$ cat src/rtl/apb_master_dec.sv
// rtl/apb_master_dec.sv - APB master: decodes the slave from the top address bits and times out stalled accesses.
// Optional macro APB_SLVERR_EN adds the per-slave apb_slverr_in port and reports PSLVERR as the transfer error.
module apb_master_dec #(
  parameter int APB_DATA_WIDTH = 32,
  parameter int APB_ADDR_WIDTH = 32,
  parameter int SLAVE_DEVICES  = 4,
  parameter int TIMEOUT_CYCLE  = 6
) (
  input  logic                                    apb_clk_in,
  input  logic                                    apb_rstn_in,
  output logic [APB_ADDR_WIDTH-1:0]               apb_addr_out,
  output logic [SLAVE_DEVICES-1:0]                apb_psel_out,
  output logic                                    apb_penable_out,
  output logic                                    apb_write_out,
  output logic [APB_DATA_WIDTH-1:0]               apb_wdata_out,
  input  logic [SLAVE_DEVICES*APB_DATA_WIDTH-1:0] apb_rdata_in,
  input  logic [SLAVE_DEVICES-1:0]                apb_ready_in,
`ifdef APB_SLVERR_EN
  input  logic [SLAVE_DEVICES-1:0]                apb_slverr_in,
`endif
  input  logic                                    other_req_in,
  input  logic [APB_ADDR_WIDTH-1:0]               other_addr_in,
  input  logic                                    other_write_in,
  input  logic [APB_DATA_WIDTH-1:0]               other_wdata_in,
  output logic                                    other_busy_out,
  output logic                                    other_done_out,
  output logic                                    other_error_out,
  output logic [APB_DATA_WIDTH-1:0]               other_rdata_out
);

  localparam int SEL_WIDTH = (SLAVE_DEVICES > 1) ? $clog2(SLAVE_DEVICES) : 1;
  localparam int CNT_W     = $clog2(TIMEOUT_CYCLE + 1);

  typedef enum logic [1:0] {IDLE, SETUP, ACCESS, DONE} state_t;

  state_t                    state, state_nxt;
  logic [SEL_WIDTH-1:0]      req_idx, idx;
  logic                      idx_valid;
  logic [CNT_W-1:0]          cnt;
  logic [APB_ADDR_WIDTH-1:0] addr_q;
  logic                      write_q;
  logic [APB_DATA_WIDTH-1:0] wdata_q;
  logic                      err_q;
  logic [APB_DATA_WIDTH-1:0] rdata_q;
  logic                      sel_ready;
  logic [APB_DATA_WIDTH-1:0] sel_rdata;
  logic [SLAVE_DEVICES-1:0]  psel_dec;
  logic                      timeout_hit;
`ifdef APB_SLVERR_EN
  logic                      sel_err;
`endif

  if (SLAVE_DEVICES == 1) begin : g_one
    assign req_idx = '0;
  end else begin : g_multi
    assign req_idx = other_addr_in[APB_ADDR_WIDTH-1 -: SEL_WIDTH];
  end

  assign idx_valid   = ({1'b0, req_idx} < (SEL_WIDTH+1)'(SLAVE_DEVICES));
  assign timeout_hit = (cnt == CNT_W'(TIMEOUT_CYCLE - 1));

  // Only the registered slave's PREADY/PRDATA/PSLVERR reach the FSM.
  always_comb begin
    sel_ready = 1'b0;
    sel_rdata = '0;
    psel_dec  = '0;
`ifdef APB_SLVERR_EN
    sel_err   = 1'b0;
`endif
    for (int i = 0; i < SLAVE_DEVICES; i++) begin
      if (idx == SEL_WIDTH'(i)) begin
        psel_dec[i] = 1'b1;
        sel_ready   = apb_ready_in[i];
        sel_rdata   = apb_rdata_in[i*APB_DATA_WIDTH +: APB_DATA_WIDTH];
`ifdef APB_SLVERR_EN
        sel_err     = apb_slverr_in[i];
`endif
      end
    end
  end

  always_ff @(posedge apb_clk_in or negedge apb_rstn_in) begin
    if (!apb_rstn_in) begin
      state <= IDLE;
    end else begin
      state <= state_nxt;
    end
  end

  always_comb begin
    state_nxt       = state;
    apb_psel_out    = '0;
    apb_penable_out = 1'b0;
    other_done_out  = 1'b0;
    other_busy_out  = 1'b1;
    case (state)
      IDLE: begin
        other_busy_out = 1'b0;
        if (other_req_in) state_nxt = idx_valid ? SETUP : DONE;
      end
      SETUP: begin
        apb_psel_out = psel_dec;
        state_nxt    = ACCESS;
      end
      ACCESS: begin
        apb_psel_out    = psel_dec;
        apb_penable_out = 1'b1;
        if (sel_ready || timeout_hit) state_nxt = DONE;
      end
      DONE: begin
        other_done_out = 1'b1;
        state_nxt      = IDLE;
      end
      default: state_nxt = IDLE;
    endcase
  end

  // Request capture, wait counting and result latching; results change only on entry to DONE.
  always_ff @(posedge apb_clk_in or negedge apb_rstn_in) begin
    if (!apb_rstn_in) begin
      addr_q  <= '0;
      write_q <= 1'b0;
      wdata_q <= '0;
      idx     <= '0;
      cnt     <= '0;
      err_q   <= 1'b0;
      rdata_q <= '0;
    end else begin
      case (state)
        IDLE: begin
          if (other_req_in) begin
            addr_q  <= other_addr_in;
            write_q <= other_write_in;
            wdata_q <= other_write_in ? other_wdata_in : '0;
            idx     <= req_idx;
            cnt     <= '0;
            if (!idx_valid) begin
              err_q   <= 1'b1;
              rdata_q <= '0;
            end
          end
        end
        ACCESS: begin
          if (sel_ready) begin
            rdata_q <= write_q ? '0 : sel_rdata;
`ifdef APB_SLVERR_EN
            err_q   <= sel_err;
`else
            err_q   <= 1'b0;
`endif
          end else begin
            cnt <= cnt + CNT_W'(1);
            if (timeout_hit) begin
              err_q   <= 1'b1;
              rdata_q <= '0;
            end
          end
        end
        DONE: cnt <= '0;
        default: ;
      endcase
    end
  end

  assign apb_addr_out    = addr_q;
  assign apb_write_out   = write_q;
  assign apb_wdata_out   = wdata_q;
  assign other_error_out = err_q;
  assign other_rdata_out = rdata_q;

endmodule

$ cat config.mk
export PLATFORM = sky130hd
export DESIGN_NAME = apb_master_dec
export DESIGN_NICKNAME = d
export VERILOG_FILES = /design/src/rtl/apb_master_dec.sv
export SDC_FILE = /design/constraint.sdc
export NUM_CORES = 1
export LEC_CHECK = 0
export BUFFER_PORTS_ARGS = -buffer_cell sky130_fd_sc_hd__clkbuf_2
export CAP_MARGIN = 30
export CORE_AREA = 2 2 118 120
export CTS_CLUSTER_DIAMETER = 120
export DETAILED_ROUTE_END_ITERATION = 8
export DIE_AREA = 0 0 120 122
export GPL_TIMING_DRIVEN = 0
export HOLD_SLACK_MARGIN = 0.05
export PLACE_DENSITY = 0.75
export SYNTH_ARGS = -nofsm -noshare
export SYNTH_HDL_FRONTEND = slang
export SYNTH_SLANG_ARGS = --single-unit
$ cat constraint.sdc
create_clock -name apb_clk_in -period 6 [get_ports apb_clk_in]
set_clock_uncertainty 0.15 [all_clocks]
set_input_delay 0.9 -clock apb_clk_in [delete_from_list [all_inputs] [get_ports apb_clk_in]]
set_output_delay 0.9 -clock apb_clk_in [all_outputs]
set_load 0.01 [all_outputs]
# [After elaboration in Yosys (flattened, before gate mapping)]
# Index checks and enable logic that the tools add are counted.
[op_classes] n_addsub=1 eq_ne=10 n_mux=28 n_reduce_logical=10
[ops] op="$mux 32" n=8
[ops] op="$mux 1" n=13
[ops] op="$pmux 3 s3" n=1
[ops] op="$eq 2x2->1 const B" n=4
[ops] op="$pmux 2 s4" n=1
[ops] op="$mux 3" n=2
[ops] op="$ne 2x2->1 const B" n=3
[ops] op="$reduce_and 2->1" n=3
[ops] op="$eq 2x1->1 const B" n=2
[ops] op="$logic_not 2->1" n=2
[ops] op="$mux 2" n=2
[ops] op="$mux 4" n=1
[ops] op="$add 3x1->3 const B" n=1
[ops] op="$eq 3x3->1 const B" n=1
[ops] op="$reduce_and 3->1" n=1
[ops] op="$reduce_bool 3->1" n=1
[ops] op="$reduce_bool 2->1" n=1
[ops] op="$reduce_or 2->1" n=1
[ops] op="$logic_or 1x1->1" n=1
[word_totals] ff_bits=105 inputBits=200

# [Logic depth before layout (Yosys ltp)]
# Gate-level depths: netlist of the first run.
[logic_depth] depth_word=8 ltp_mapped=7 ltp_nobuf=5

# [Worst setup path before layout of the first run]
# No wires, ideal clock.
[synth_path] path_type="input -> register" start="input port apb_ready_in[3]" end="register state[1]" setup_time_ns=0.127 arrival_ns=2.112 slack_ns=3.610 cell_stages=3 path_buffers=0 path_cell_list="mux4_2 -> o32a_1 -> mux2_1"
[synth_via] elab_chain_cells=4
[synth_lines] element="from (decl)" line="17" source="input logic [SLAVE_DEVICES-1:0] apb_ready_in,"
[synth_lines] element="$mux 1" line="71" source="if (idx == SEL_WIDTH'(i)) begin"
[synth_lines] element="$logic_or 1x1->1" line="108" source="if (sel_ready || timeout_hit) state_nxt = DONE;"
[synth_lines] element="$ne 2x2->1 (no line)"
[synth_lines] element="$reduce_and 2->1 (no line)"
[synth_lines] element="to (signal assigned)" line="86" source="state <= state_nxt;"
[synth_lines] element="to (decl)" line="36" source="state_t state, state_nxt;"
# No other way between the ends.
# A chain may end at the register's enable or synchronous reset.

==> metrics.txt, run 1 <==
status finished clean; Static Leakage 0.00354 µW; clk sink count around 100; highest clock rate around 0.32 GHz; critical path class register to primary output; Int Power about 2100 µW; DP HPWL 11.5 mm; 1st-iter DRT viols 162; drt total wl 14.3 mm; WP data required slightly below 5 ns; fill count around 1300; CTS buffer count 9; Arr. time, crit path 2.06 ns; Worst-path clk slew 0.07 ns; setup TNS 0 ns; grt total ovfl 0; Post-Syn Area 4790 µm²; setup bufs post-CTS 0; Port Buf Inserts 303; Tot GR Track Use 19.2%; hold_sp apb_wdata_out[31]; sequential share of power 35.7%; register bit total from synthesis 103; largest net degree at the start of global routing about 100; Sw Pwr approximately 1200 µW; CP startpoint apb_addr_out[31]; post-layout util 50.8%; R2R Setup Slk 3.70 ns; RSZ-0062 raised after global routing false; Starting Density 35.5%; DR pass1 iterations 4; row count 43; via count 4291; maximum root-to-sink buffer count 2; worst reg-to-reg path cell count 7; final hold viol count 0; post-synth cell types 26; vias in the first global route around 4300; startpoint types register; Hold WC Path Type register to register; first-pass GRT wire length about 22 mm; Post-DRT Antenna Nets 0; max incr delay on CP 0.46 ns; initial antenna violation count 1; worst skew pair latency 0.34 ns; routability-driven placement congestion ratio 0.794; worst r2r src state[0]; vias per inst 4.94; DR WL/cell 16.4 µm; Combinational Power Share between 40% and 50%; syn nets 575; fin. max-slew vios 0; pwr dens 483 nW/µm²; Worst path top cell family by delay buffers and inverters; H-tree Lvls 3; worst path cell trace clkbuf_1, clkbuf_1, and3_1, clkbuf_2; cts hold-fix bufs 0; maximum VDD drop 275 µV; Final min period roughly 3.1 ns; Nets approximately 890; Reg-to-Reg End apb_wdata_out[4]; CTS tree done; Max-Cap Viols 0; hold endpoint apb_wdata_out[31]; period utilization 51.8%; CP bufs+invs 3; post_cts resized 0; Non-Filler Instances 868; CP max FO 10; Synth Instances 368; Rel. slew slack a little under half; Die H roughly 120 µm; layout cells sized above 1 53.0%; Avg Synthesized Cell Area 13.0 µm²; Slew @ Worst Pin 0.794 ns; crit path capture type primary output; Worst path most repeated cell clkbuf_1; Core Region 13500 µm²; # setup viols final 0; die footprint between 10000 and 15000 µm²; CTS Root Cell clkbuf_16; Critical-path top delay cell clkbuf_1; sequential area share after synthesis a little over half; DIE WIDTH roughly 120 µm; clock power share 18.1%; Synth warnings 0; sw frac 37.2%; placed insts 851; Synth-to-Final Area Change 43.0%; Ports 305; hold path depth 2; # DRC 0
[cell families (layout without fill, tap and decap cells)]
kind of cell | Yosys count | count (layout) | share of synthesized area, %
AND/OR/NAND/NOR | 81 | 81 | 7.15
buffers and inverters | 35 | 354 | 3.00
AO/OA/AOI/OAI | 75 | 75 | 10.8
multiplexers | 67 | 67 | 23.5
flip-flops | 103 | 103 | 53.8
other | 0 | 1 | 0
adder cells (fa/ha/maj) | 7 | 7 | 1.83
[cells in the final DEF, fill, tap and decap left out, types with 2 or more instances in the layout]
cell / synthesis / final
a21oi_1: 2 / 2
a22o_1: 32 / 32
buf_1: 4 / 4
buf_2: 10 / 10
clkbuf_1: 15 / 16
clkbuf_16: 0 / 9
clkbuf_2: 0 / 302
clkbuf_8: 0 / 2
dfrtp_1: 103 / 103
ha_1: 7 / 7
inv_1: 5 / 5
inv_6: 0 / 2
mux2_1: 34 / 34
mux4_2: 33 / 33
nand2_1: 67 / 67
nand3_1: 3 / 3
nor2_1: 2 / 2
o211ai_1: 3 / 3
o21ai_0: 3 / 3
o21ai_1: 32 / 32
o32a_1: 2 / 2
or4_1: 3 / 3
[flip-flops by register name (all words and copies together), names as in the netlist]
register and count:
apb_wdata_out 32, idx 1, other_error_out 1, other_rdata_out 32
apb_write_out 1, cnt 3, state 2, apb_addr_out 31
[worst register-to-register path, stage by stage, from the launching register on]
cell and delay [ns]:
dfrtp_1 0.40, inv_1 0.09, ha_1 0.23, nand2_1 0.27, buf_1 0.48, clkbuf_1 0.40
nand2_1 0.12, o21ai_1 0.09
[per-layer routing]
layer,vias up,part of all wire [%],GRT usage [%]
met5,-,0,0
met4,0,2.2,6.54
met3,22,7.4,4.78
met2,205,51,33.9
met1,2081,39,22.9
li1,1983,-,-
[area by class of cell]
| class | instances | area [µm²] | area share, % |
|---|---|---|---|
| antenna | 1 | 2.50 | 0.0365 |
| buffer | 29 | 121 | 1.77 |
| clock buffer | 11 | 243 | 3.54 |
| clock inverter | 5 | 63.8 | 0.931 |
| inverter | 6 | 22.5 | 0.329 |
| multi-input combinational | 230 | 2070 | 30.2 |
| sequential | 103 | 2580 | 37.6 |
| tap | 180 | 225 | 3.29 |
| timing repair buffer | 303 | 1530 | 22.3 |
[synth_stat cells (all sizes together)]
master | n | area, µm²
ha | 7 | 87.6
o21ai | 36 | 184
mux4 | 33 | 743
mux2 | 34 | 383
nor2b | 1 | 6.26
o32a | 2 | 20.0
nand3b | 1 | 7.51
and3 | 1 | 6.26
clkbuf | 15 | 56.3
and2 | 1 | 6.26
dfrtp | 103 | 2580
or4 | 3 | 22.5
nor2 | 2 | 7.51
buf | 14 | 65.1
nand3 | 3 | 15.0
a21oi | 2 | 10.0
o211ai | 3 | 22.5
nand2 | 67 | 251
inv | 6 | 22.5
nor3b | 2 | 20.0
a22o | 32 | 280
[worst max path at each step]
stage | depth (start not counted) | end | slack [ns]
after global routing | 5 | apb_psel_out[2] | 2.72
after floorplan | 3 | state[1] | 3.61
final | 4 | apb_psel_out[3] | 2.89
after detailed placement | 4 | apb_psel_out[3] | 3.25
after CTS | 4 | apb_psel_out[3] | 2.87
after global placement | 1 | other_rdata_out[17] | 2.47
[through the flow]
stage                     worst slack [ns]  instance area [µm²]  hold WS (ns)  total power, µW
after floorplan                       3.61                 4790         0.358             2120
after global placement                2.47                 6540         0.317             2710
after detailed placement              3.25                 6550         0.325             2750
after CTS                             2.87                 6850         0.341             3360
after global routing                  2.72                 6850         0.353             3550
final                                 2.89                 6850         0.337             3310
[power groups by stage]
stage	Sequential [µW]	Combinational (µW)	Clock, µW
3_3_place_gp	1180	1530	0
4_1_cts	1180	1550	618
6_report	1180	1530	601
5_1_grt	1220	1690	649
3_5_place_dp	1200	1560	0
2_1_floorplan	1310	812	0
Note: power is estimated with default switching activity, not from simulation.
==> inputs of run 2 (changes only) <==
Settings changed: CORE_AREA 2 2 118 120 to 2 2 119 121, DIE_AREA 0 0 120 122 to 0 0 121 123, PLACE_DENSITY 0.75 to 0.74.
Clock period 6 ns to 3.1 ns, I/O delays scaled along.
==> run 2 against run 1 <==
Effect of this change: critical path depth unchanged; highest routed layer unchanged; clock power grew 80%; first-iteration DRC count down 33%.
==> metrics.txt, run 2 (synthesis results as in run 1) <==
startpoint types register; Arr. time, crit path 2.02 ns (-0.04 ns); final worst setup slack 0.468 ns (-2.42 ns); die footprint 14900 µm² (+1.7%); Int Power 3950 µW (+90%); DR WL/cell 16.8 µm (+2.2%); Worst-path clk slew 0.07 ns (about the same); Max-Cap Viols 0 (unchanged); layout cells sized above 1 53.0% (unchanged); cts hold-fix bufs 0 (unchanged); CTS Root Cell clkbuf_16; pwr dens 925 nW/µm² (+91%); most frequent cells in the layout 302 x clkbuf_2, 103 x dfrtp_1, 67 x nand2_1; highest clock rate 0.380 GHz; Critical-path top delay cell clkbuf_1; largest net degree at the start of global routing 104 (unchanged); Rel. slew slack 46.4% (-0.73 points); sw frac 37.5% (+0.34 points); Tot GR Track Use 19.2% (about the same); sequential share of power 36.2% (+0.5 points); DR pass1 iterations 4 (unchanged); CTS buffer count 9 (unchanged); WP data required 2.48 ns (-2.47 ns); via count 4287 (-0.093%); worst skew pair latency 0.34 ns (about the same); Sw Pwr 2370 µW (+92%); dpl ws 0.748 ns (-2.50 ns); diode count 0 (-1); DIE WIDTH 121 µm (+0.83%); status finished clean; post_cts resized 0 (unchanged); crit path capture type primary output; Worst path most repeated cell clkbuf_1; maximum root-to-sink buffer count 2 (unchanged); Nets 889 (unchanged); drt total wl 14.6 mm (+2.1%); CTS tree done; vias per inst 4.94 (about the same); maximum VDD drop 482 µV (+75%); clock power share 17.1% (-1.0 points); H-tree Lvls 3 (unchanged); Synth-to-Final Area Change 42.4%; fin. max-slew vios 0 (unchanged); 1st-iter DRT viols 109 (-33%); grt total ovfl 0 (unchanged); CP bufs+invs 3 (unchanged); Ports 305 (unchanged); setup TNS 0 ns (unchanged); RSZ-0062 raised after global routing false; first-pass GRT wire length 21.9 mm (about the same); max incr delay on CP 0.48 ns (+0.02 ns); final hold viol count 0 (unchanged); period utilization a little over four fifths; worst path cell trace clkbuf_1, clkbuf_1, and3_1, clkbuf_2; Combinational Power Share 46.6% (+0.4 points); critical path class register to primary output; Die H 123 µm (+0.82%); Final min period ~2.6 ns; vias in the first global route 4335 (+2.0%); Starting Density 35.2% (-0.28 points); DP HPWL 11.9 mm (+3.7%); Worst path top cell family by delay buffers and inverters; Core Region 13600 µm² (+0.80%); setup bufs post-CTS 0 (unchanged); most common cell after layout, fill and taps aside clkbuf_2; CP max FO 10 (unchanged); Post-DRT Antenna Nets 0 (unchanged); routability-driven placement congestion ratio 0.832 (+4.8%); # setup viols final 0 (unchanged); Static Leakage 0.00354 µW (-0.16%); initial antenna violation count 0 (-1); Hold WC Path Type primary input to async pin; clk sink count 103 (unchanged); Slew @ Worst Pin 0.805 ns (+0.0109 ns); row count 43 (unchanged); Port Buf Inserts 303 (unchanged); # DRC 0 (unchanged)
==> run 2: stage by stage <==
stage               area [µm²]  cells  hold slack (ns)  util [%]  power [µW]
CTS                       6830    867            0.106      50.2        6420
global placement          6540    851            0.317      48.0        5250
finish                    6830    867           0.0722      50.2        6320
detailed placement        6550    851            0.325      48.1        5330
global route              6830    867            0.129      50.2        6790
floorplan                 4790    368           0.0194         -        4110
==> run 2: worst paths after layout <==
path                                   start            endpoint  slack [ns]  cells after the start
setup / recovery            apb_addr_out[31]     apb_psel_out[3]        0.47                      4
hold / removal                   apb_rstn_in     apb_addr_out[2]        0.07                      1
setup reg to reg                    state[0]  other_rdata_out[7]        0.80                      7
hold reg to reg            apb_wdata_out[10]   apb_wdata_out[10]        0.33                      2
max in group asynchronous        apb_rstn_in              cnt[1]        2.17                      1
min in group apb_clk_in    other_addr_in[27]    apb_addr_out[27]        0.18                      2
==> run 2: cell type report <==
class / instances / area (µm²)
Buffer: 29 / 121
Clock buffer: 11 / 243
Clock inverter: 5 / 40.0
Fill cell: 1273 / 6780
Inverter: 6 / 22.5
Multi-Input combinational cell: 230 / 2070
Sequential cell: 103 / 2580
Tap cell: 180 / 225
Timing Repair Buffer: 303 / 1530
==> run 2: power groups by stage <==
stage,clock network (µW),registers (µW),logic [µW]
3_3_place_gp,0,2300,2940
6_report,1080,2290,2950
5_1_grt,1190,2360,3240
2_1_floorplan,0,2530,1570
4_1_cts,1120,2300,3000
3_5_place_dp,0,2330,3000
==> run 2: worst register-to-register path, delay by kind of cell, from the launching register on <==
kind | cells | cell delay (ns)
AO/OA/AOI/OAI | 1 | 0.16
buffers and inverters | 4 | 0.91
flip-flops | 1 | 0.42
AND/OR/NAND/NOR | 1 | 0.42
adder cells (fa/ha/maj) | 1 | 0.18
==> run 2: layer usage <==
metal | part of all wire [%] | GRT usage, % | vias up
met5 | 0 | 0 | -
met4 | 1.8 | 5.67 | 0
met3 | 7.1 | 4.66 | 21
met2 | 53 | 35.2 | 200
met1 | 38 | 22.3 | 2081
li1 | - | - | 1985
==> inputs of run 3 (changes only) <==
Clock period 3.1 ns to 2.75 ns, I/O delays scaled along.
==> run 3 against run 2 <==
Effect of this change: flip-flop and latch count unchanged; utilization barely moved; worst hold slack got worse by 0.052 ns; design area is essentially flat; routed wire length shrank 0.19%; first-iteration DRC count up 24%; combinational power up 12%; sequential power rose by 14%; clock power up 13%; clock-buffer cell count did not move; critical endpoint unchanged.
==> metrics.txt, run 3 (synthesis results as in run 1) <==
status finished clean; CP bufs+invs 2 (-1); H-tree Lvls 3 (unchanged); Port Buf Inserts 303 (unchanged); most common cell after layout, fill and taps aside clkbuf_2; DR pass1 iterations 4 (unchanged); worst skew pair latency 0.34 ns (about the same); placed insts 851 (unchanged); vias per inst 4.92 (-0.52%); Final min period 2.38 ns; DIE WIDTH 121 µm (unchanged); dpl ws 0.398 ns (-0.350 ns); layout cells sized above 1 53.1% (+0.077 points); routability-driven placement congestion ratio 0.832 (unchanged); Synth-to-Final Area Change 42.3% (about the same); Max-Cap Viols 0 (unchanged); pwr dens 1040 nW/µm² (+13%); CP max FO 12 (+2); clk sink count 103 (unchanged); 1st-iter DRT viols 135 (+24%); startpoint types register; cts hold-fix bufs 0 (unchanged); RSZ-0062 raised after global routing false; setup TNS 0 ns (unchanged); Hold WC Path Type primary input to async pin; hold_ws 0.0198 ns (-0.0524 ns); period utilization 86.5%; crit path capture type primary output; vias in the first global route 4335 (unchanged); final worst setup slack 0.372 ns (-0.0957 ns); Starting Density 35.2% (unchanged); Static Leakage 0.00354 µW (about the same); most frequent cells in the layout 302 x clkbuf_2, 103 x dfrtp_1, 67 x nand2_1; fin. max-slew vios 0 (unchanged); largest net degree at the start of global routing 104 (unchanged); first-pass GRT wire length 21.9 mm (unchanged); highest clock rate about 0.42 GHz; CTS buffer count 9 (unchanged); Nets 888 (-0.11%); CTS Root Cell clkbuf_16; die footprint 14900 µm² (unchanged); CTS tree done; row count 43 (unchanged); Tot GR Track Use 19.2% (unchanged); # setup viols final 0 (unchanged); critical path class register to primary output; drt total wl 14.5 mm (-0.19%); # DRC 0 (unchanged); setup bufs post-CTS 0 (unchanged); Post-DRT Antenna Nets 0 (unchanged); grt total ovfl 0 (unchanged); Non-Filler Instances 866 (-0.12%); DP HPWL 11.9 mm (unchanged); DR WL/cell 16.8 µm (about the same); Ports 305 (unchanged); final hold viol count 0 (unchanged); Core Region 13600 µm² (unchanged); Die H 123 µm (unchanged); Critical-path top delay cell dfrtp_1; Worst-path clk slew 0.07 ns (about the same); WP data required 2.19 ns (-0.29 ns); maximum root-to-sink buffer count 2 (unchanged); initial antenna violation count 0 (unchanged); diode count 0 (unchanged); maximum VDD drop 506 µV (+5.1%); via count 4260 (-0.63%); worst path cell trace clkbuf_1, and3_1, clkbuf_2; Worst path top cell family by delay flip-flops; max incr delay on CP 0.69 ns (+0.21 ns); Arr. time, crit path 1.82 ns (-0.20 ns); Rel. slew slack 46.5% (+0.13 points); post_cts resized 0 (unchanged); Slew @ Worst Pin 0.803 ns (-0.00201 ns)
run 3: cell count changes in the layout (fill, tap and decap cells not counted):
cell / change
clkbuf_1: -1
run 3: final cells by class:
class | count | area, µm²
timing repair buffer | 303 | 1530
multi-input combinational | 230 | 2070
sequential | 103 | 2580
clock buffer | 11 | 243
buffer | 28 | 118
tap | 180 | 225
inverter | 6 | 22.5
clock inverter | 5 | 40.0
fill | 1273 | 6790
run 3: metrics by stage:
step | total power [µW] | utilization [%] | instance area, µm²
3_5_place_dp | 6000 | 48.1 | 6550
2_1_floorplan | 4630 | - | 4790
4_1_cts | 7240 | 50.2 | 6830
6_report | 7110 | 50.1 | 6820
5_1_grt | 7640 | 50.1 | 6820
3_3_place_gp | 5910 | 48.0 | 6540
run 3: worst paths after layout:
check                                        from                 to  slack (ns)  depth (start not counted)
worst max-delay path             apb_addr_out[31]    apb_psel_out[3]        0.37                          3
min in group apb_clk_in         other_addr_in[27]   apb_addr_out[27]        0.13                          2
worst min-delay path                  apb_rstn_in    apb_addr_out[2]        0.02                          1
worst max register to register           state[0]   apb_wdata_out[0]        0.44                          7
worst min register to register  apb_wdata_out[10]  apb_wdata_out[10]        0.33                          2
max in group asynchronous             apb_rstn_in             cnt[1]        1.88                          1
run 3: layer usage:
layer  vias up  wire [µm]  global-route usage (%)
met3        21       1050                    4.66
met2       192       7710                    35.2
met1      2064       5500                    22.3
met5         -          0                       0
li1       1983          -                       -
met4         0        265                    5.67
run 3: report_power, final:
part | internal (µW) | total (µW) | switching, µW
Combinational | 1610 | 3290 | 1680
Clock | 650 | 1220 | 571
Sequential | 2190 | 2610 | 420
